--- src/rtl/forex_cycle_reader_if.sv ---
// Bus bundle for the FOREX cycle reader: Avalon-MM read slave plus the
// vertex stream coming from the Bellman-Ford container.
interface forex_cycle_reader_if #(
   parameter int PRED_W = 8
);
   logic              chipselect;
   logic              read;
   logic [2:0]        address;
   logic [31:0]       readdata;
   logic              readdatavalid;
   logic              cyc_valid;
   logic [PRED_W-1:0] cyc_vertex;
   logic              cyc_last;
   logic              cyc_ready;

   modport master (
      output chipselect, read, address, cyc_valid, cyc_vertex, cyc_last,
      input  readdata, readdatavalid, cyc_ready
   );

   modport slave (
      input  chipselect, read, address, cyc_valid, cyc_vertex, cyc_last,
      output readdata, readdatavalid, cyc_ready
   );
endinterface

--- src/rtl/forex_cycle_reader.sv ---
// FOREX read slave: buffers arbitrage cycles from the container and lets HPS
// software poll STATUS and pop vertices; only cycles closed by cyc_last are visible.
module forex_cycle_reader #(
   parameter int PRED_W = 8,
   parameter int DEPTH  = 64
) (
   input logic                  clk,
   input logic                  reset,
   forex_cycle_reader_if.slave  bus
);
   localparam int AW = $clog2(DEPTH);
   localparam int PW = AW + 1;

   typedef enum logic {FILL, DROP} state_t;

   typedef struct packed {
      logic              last;
      logic [PRED_W-1:0] vertex;
   } entry_t;

   entry_t        mem [DEPTH];
   logic [PW-1:0] wr_ptr, commit_ptr, rd_ptr, pending;
   logic          overflow;
   state_t        state;
   logic          ready_q, rvalid_q;
   logic [31:0]   rdata_q;

   logic [PW-1:0] count, fill;
   logic          full, empty, push, rd_acc, pop, write_en, commit, pop_last;
   logic          overflow_set, overflow_clr;
   entry_t        head;
   logic [7:0]    pending_sat;
   logic [31:0]   status_word, pop_word, rdata_next;

   assign count        = commit_ptr - rd_ptr;
   assign fill         = wr_ptr - rd_ptr;
   assign full         = (fill == PW'(DEPTH));
   assign empty        = (count == '0);
   assign head         = mem[rd_ptr[AW-1:0]];
   assign push         = bus.cyc_valid & ready_q;
   assign rd_acc       = bus.chipselect & bus.read;
   assign pop          = rd_acc && (bus.address == 3'd1) && !empty;
   assign write_en     = push && (state == FILL) && !full;
   assign commit       = write_en && bus.cyc_last;
   assign pop_last     = pop && head.last;
   assign overflow_set = push && (state == FILL) && full;
   assign overflow_clr = rd_acc && (bus.address == 3'd3);
   assign pending_sat  = (32'(pending) > 32'd255) ? 8'hFF : 8'(pending);
   assign status_word  = {overflow, empty, 6'b0, pending_sat, 16'(count)};

   // An empty POP/PEEK returns only the empty flag, never stale storage.
   always_comb begin
      // NOTE: every always_comb output gets a default first so no path infers a latch.
      pop_word = '0;
      if (empty) begin
         pop_word[31] = 1'b1;
      end else begin
         pop_word[16]         = head.last;
         pop_word[PRED_W-1:0] = head.vertex;
      end
   end

   always_comb begin
      rdata_next = '0;
      case (bus.address)
         3'd0, 3'd3: rdata_next = status_word;
         3'd1, 3'd2: rdata_next = pop_word;
         default:    rdata_next = '0;
      endcase
   end

   // NOTE: storage has no reset; the pointers alone define which entries are valid.
   always_ff @(posedge clk) begin
      if (write_en) mem[wr_ptr[AW-1:0]] <= '{last: bus.cyc_last, vertex: bus.cyc_vertex};
   end

   always_ff @(posedge clk) begin
      // NOTE: sequential state uses non-blocking assignments so every read sees pre-edge values.
      if (reset) begin
         wr_ptr     <= '0;
         commit_ptr <= '0;
         rd_ptr     <= '0;
         pending    <= '0;
         overflow   <= 1'b0;
         state      <= FILL;
         ready_q    <= 1'b0;
         rvalid_q   <= 1'b0;
         rdata_q    <= '0;
      end else begin
         ready_q  <= 1'b1;
         rvalid_q <= rd_acc;
         if (rd_acc) rdata_q <= rdata_next;

         case (state)
            FILL: begin
               if (push) begin
                  if (!full) begin
                     wr_ptr <= wr_ptr + PW'(1);
                     if (bus.cyc_last) commit_ptr <= wr_ptr + PW'(1);
                  end else begin
                     // Overflow rolls back the partial cycle; the rest of it is discarded.
                     wr_ptr <= commit_ptr;
                     if (!bus.cyc_last) state <= DROP;
                  end
               end
            end
            DROP: begin
               if (push && bus.cyc_last) state <= FILL;
            end
            default: state <= FILL;
         endcase

         if (pop) rd_ptr <= rd_ptr + PW'(1);

         case ({commit, pop_last})
            2'b10:   pending <= pending + PW'(1);
            2'b01:   pending <= pending - PW'(1);
            default: pending <= pending;
         endcase

         if (overflow_set)      overflow <= 1'b1;
         else if (overflow_clr) overflow <= 1'b0;
      end
   end

   assign bus.readdata      = rdata_q;
   assign bus.readdatavalid = rvalid_q;
   assign bus.cyc_ready     = ready_q;
endmodule
--- src/flat_wrapper.sv ---
// flat-port wrapper written by rule: the top's interface ports become plain ports
module forex_cycle_reader_flat 
#(
   parameter int PRED_W = 8,
   parameter int DEPTH  = 64
)
  (clk, reset, bus_chipselect, bus_read, bus_address, bus_cyc_valid, bus_cyc_vertex, bus_cyc_last, bus_readdata, bus_readdatavalid, bus_cyc_ready);
  forex_cycle_reader_if #(.PRED_W(PRED_W)) bus_i ();
  input logic clk;
  input logic reset;
  input wire logic [$bits(bus_i.chipselect)-1:0] bus_chipselect;
  input wire logic [$bits(bus_i.read)-1:0] bus_read;
  input wire logic [$bits(bus_i.address)-1:0] bus_address;
  input wire logic [$bits(bus_i.cyc_valid)-1:0] bus_cyc_valid;
  input wire logic [$bits(bus_i.cyc_vertex)-1:0] bus_cyc_vertex;
  input wire logic [$bits(bus_i.cyc_last)-1:0] bus_cyc_last;
  output wire logic [$bits(bus_i.readdata)-1:0] bus_readdata;
  output wire logic [$bits(bus_i.readdatavalid)-1:0] bus_readdatavalid;
  output wire logic [$bits(bus_i.cyc_ready)-1:0] bus_cyc_ready;
  assign bus_i.chipselect = bus_chipselect;
  assign bus_i.read = bus_read;
  assign bus_i.address = bus_address;
  assign bus_i.cyc_valid = bus_cyc_valid;
  assign bus_i.cyc_vertex = bus_cyc_vertex;
  assign bus_i.cyc_last = bus_cyc_last;
  assign bus_readdata = bus_i.readdata;
  assign bus_readdatavalid = bus_i.readdatavalid;
  assign bus_cyc_ready = bus_i.cyc_ready;
  forex_cycle_reader #(.PRED_W(PRED_W), .DEPTH(DEPTH)) u_core (.clk(clk), .reset(reset), .bus(bus_i));
endmodule
--- config.mk ---
export PLATFORM = sky130hd
export DESIGN_NAME = forex_cycle_reader_flat
export DESIGN_NICKNAME = d
export VERILOG_FILES = /design/src/rtl/forex_cycle_reader_if.sv /design/src/rtl/forex_cycle_reader.sv /design/src/flat_wrapper.sv
export SDC_FILE = /design/constraint.sdc
export NUM_CORES = 1
export LEC_CHECK = 0
export CAP_MARGIN = 10
export CORE_ASPECT_RATIO = 2
export CORE_UTILIZATION = 50
export CTS_CLUSTER_SIZE = 20
export DETAILED_ROUTE_END_ITERATION = 7
export PLACE_DENSITY = 0.76
export SYNTH_ARGS = -nofsm -noshare
export SYNTH_HDL_FRONTEND = slang
export SYNTH_SLANG_ARGS = --single-unit
--- constraint.sdc ---
create_clock -name clk -period 8.56 [get_ports clk]
set_input_delay 1.712 -clock clk [delete_from_list [all_inputs] [get_ports clk]]
set_output_delay 1.712 -clock clk [all_outputs]
set_load 0.005 [all_outputs]
==> results.cfg <==
[grt]
antenna_found_initial = 0
grt_pass1_wl_um = 92700
grt_max_degree = 67
track_usage_pct = 24.9
grt-ovfl-total = 0
grt_pass1_vias = 14500

[placed_design]
placedCellCount = 2222
dpl.hpwl_um = 42500
io_buffers = 35
placed_cell_area_um2 = 26500
gp_congestion = 0.958
dp_slack_ns = 3.10

[pwr]
p_clk_share_pct = 40.3
p_per_area_nw_per_um2 = 210
pwr-share-comb_pct = 2.6
total_power_w = 0.00591
p_switching_w = 0.00118
power_frac_seq_pct = 57.1
intPower_w = 0.00473
p_sw_share_pct = 19.9
ir_drop_mv = 0.170
leakage_nw = 8.48

[worst_hold_path]
hp-class = register to register
worstHoldStart = u_core.bus.readdata[6]$_SDFFE_PP0P_
hold_path_end = u_core.bus.readdata[6]$_SDFFE_PP0P_
min_path_cells = 2

[floorplanning]
rows = 117
core_area_um2 = 50800
initial_core_util_pct = 50.5
die-area_um2 = 52300
die_w_um = 162
ios = 51
die_h_um = 322

[cts]
clk_pin_slew_ns = 0.07
clk-insertion-delay-late_ns = 0.60
cts_resized = 0
clockRootBuffer = clkbuf_16
numCtsBuffers = 49
cts_tree = yes
cts_max_path_buffers = 3
htreeDepth = 2
postCtsSetupRepairBufs = 0
clock-sinks = 631
ctsHoldBuffers = 0

[yosys]
ys_types = 64
yosys_warnings = 0
synth_cells = 1606
yosys-top-cells-area = edfxtp_1 67%, mux2i_1 7.2%, dfxtp_1 4.3%
synth-simple-area-share_pct = 5.80
synth_top_family_by_area = multiplexers
synth_edf_count = 576
postSynthAreaPerCell_um2 = 16.0
synthAdderAreaFrac_pct = 0.907
synthArstFlopShare_pct = 0
synth.area.mux_share_pct = 12.0
syn-cell-area_um2 = 25700
synthXorXnorAreaFrac_pct = 0.785
synth-main-ff-cell = edfxtp_1
synth_top_area_cell = edfxtp_1
synth_top_area_share_pct = 67.4
synth_seq_cells = 631
synth-seq-area-share_pct = 71.7
synth_compound_area_share_pct = 6.31

[outcome]
outcome = completed

[finish]
nets = 1654
area_growth_pct = 9.83
final_layout_size_suffix_gt1_share_pct = 11.3
final_area_um2 = 28200
layout_commonest_cell = edfxtp_1
diodes = 0
final_cell_mix = 576 x edfxtp_1, 184 x mux2i_1, 119 x nor2_1
fin_cells = 2314

[setup_path]
r2r-end = u_core.pending[4]$_SDFFE_PP0P_
critical_path_class = register to register
reg2regPathDepth = 17
r2r_start = u_core.wr_ptr[2]$_SDFFE_PP0P_
cp-end-kind = register
arrival_ns = 5.73
start_kind = register
cp.required_ns = 9.08
rrSetupSlack_ns = 3.35
critPathMaxFanout = 20

[sta]
skew_ns = 0.0178
period_share_pct = 60.8
min_period_ns = 5.21
grt_setup_unrepaired = no
max_freq_mhz = 192
setup_viol = 0
totalNegativeSetupSlack_ns = 0
slew_headroom_pct = 18.3
hold_viol = 0
fin_ws_ns = 3.35
report.final.slew_viol_count = 0
tightest_slew_ns = 1.22

[drt]
vias = 14300
antenna_left = 0
viasPerCell = 6.19
drt_iter0_drc = 1483
wl_per_cell_um = 27.7
drt_wl_total_um = 64100
drt_first_pass_iters = 7
drc = 0

[run]
maxCapViolCount = 0
-- worst max-delay path by stage --
stage	start	endpoint	slack (ns)	cells after the start
global route	u_core.wr_ptr[2]$_SDFFE_PP0P_	u_core.pending[4]$_SDFFE_PP0P_	3.07	17
global placement	bus_chipselect	u_core.pending[4]$_SDFFE_PP0P_	3.20	16
detailed placement	bus_read	u_core.pending[4]$_SDFFE_PP0P_	3.10	16
CTS	u_core.wr_ptr[2]$_SDFFE_PP0P_	u_core.pending[4]$_SDFFE_PP0P_	3.42	17
finish	u_core.wr_ptr[2]$_SDFFE_PP0P_	u_core.pending[4]$_SDFFE_PP0P_	3.35	17
floorplan	bus_chipselect	u_core.pending[4]$_SDFFE_PP0P_	4.06	17
-- power groups by stage --
stage                     clock (W)  combinational (W)  sequential (W)
final                       0.00238           0.000155         0.00337
after global routing        0.00250           0.000164         0.00337
after CTS                   0.00240           0.000153         0.00337
after detailed placement          0           0.000153         0.00344
after global placement            0           0.000148         0.00344
after floorplan                   0          0.0000685         0.00344
-- registers in the layout, indices dropped and copies added, names as in the netlist, named ones only --
signal	count
u_core.bus.readdata	17
u_core.mem	576
u_core.overflow	1
u_core.pending	7
u_core.state	1
u_core.rd_ptr	7
u_core.commit_ptr	7
u_core.wr_ptr	7
u_core.bus.readdatavalid	1
u_core.bus.cyc_ready	1
-- stage by stage --
step | util (%) | hold slack [ns]
floorplan | - | 0.457
global placement | 52.1 | 0.458
detailed placement | 52.1 | 0.452
CTS | 55.5 | 0.473
global route | 55.5 | 0.503
finish | 55.5 | 0.472
-- synthesized netlist by cell type (4+ instances only) --
library cell and count:
nand2b_1 9, o22ai_1 8, edfxtp_1 576, nor2b_1 12, mux4_2 47, or3_1 8
xnor2_1 12, a21oi_1 41, buf_1 10, a2111oi_0 6, a211oi_1 17, mux2_2 16
or2_2 4, inv_1 18, buf_2 35, xor2_1 11, a21o_1 4, nor2_1 120
nand2_1 75, ha_1 17, nand4_1 9, mux2i_1 184, o21ai_0 31, nand3b_1 6
buf_4 21, a22oi_1 71, clkbuf_1 41, or4_1 6, nand3_1 49, dfxtp_1 55
and3_1 4, nor3_1 4, a31oi_1 21, a221oi_1 6, nor4_1 7, a22o_1 5
-- critical path: stages, from the launching register on --
cell      delay, ns
dfxtp_1        0.55
ha_1           0.34
and3b_1        0.21
o211a_1        0.26
or4_4          0.51
a21oi_2        0.73
nor2_2         0.30
inv_1          0.24
ha_1           0.53
xor2_1         0.13
ha_1           0.23
a21o_1         0.21
a21o_1         0.19
a221oi_1       0.24
a21oi_1        0.07
nor2_1         0.14
o21ai_0        0.11
a21oi_1        0.16
-- cells by family (layout without fill, tap and decap cells) --
group,Yosys count,in the layout
buffers and inverters,128,168
AO/OA/AOI/OAI,236,236
multiplexers,247,247
XOR/XNOR,23,23
other,1,15
adder cells (fa/ha/maj),18,18
flip-flops,631,631
AND/OR/NAND/NOR,322,322
-- routing by layer --
| layer | global-route usage [%] | up-vias | share of wire (%) |
|---|---|---|---|
| met3 | 3.68 | 196 | 6.1 |
| li1 | - | 6265 | - |
| met4 | 19.6 | 0 | 8.8 |
| met2 | 45.4 | 648 | 53 |
| met5 | 0 | - | 0 |
| met1 | 25.1 | 7213 | 32 |
-- cell type report --
cell class / instances / area (µm²)
repair buffers: 58 / 503
clock buffers: 66 / 1430
fillers: 3797 / 22600
well taps: 654 / 818
inverters: 18 / 67.6
multi-input cells: 861 / 6690
flip-flops and latches: 631 / 18400
clock inverters: 26 / 274
(Power assumes the default switching activity.)
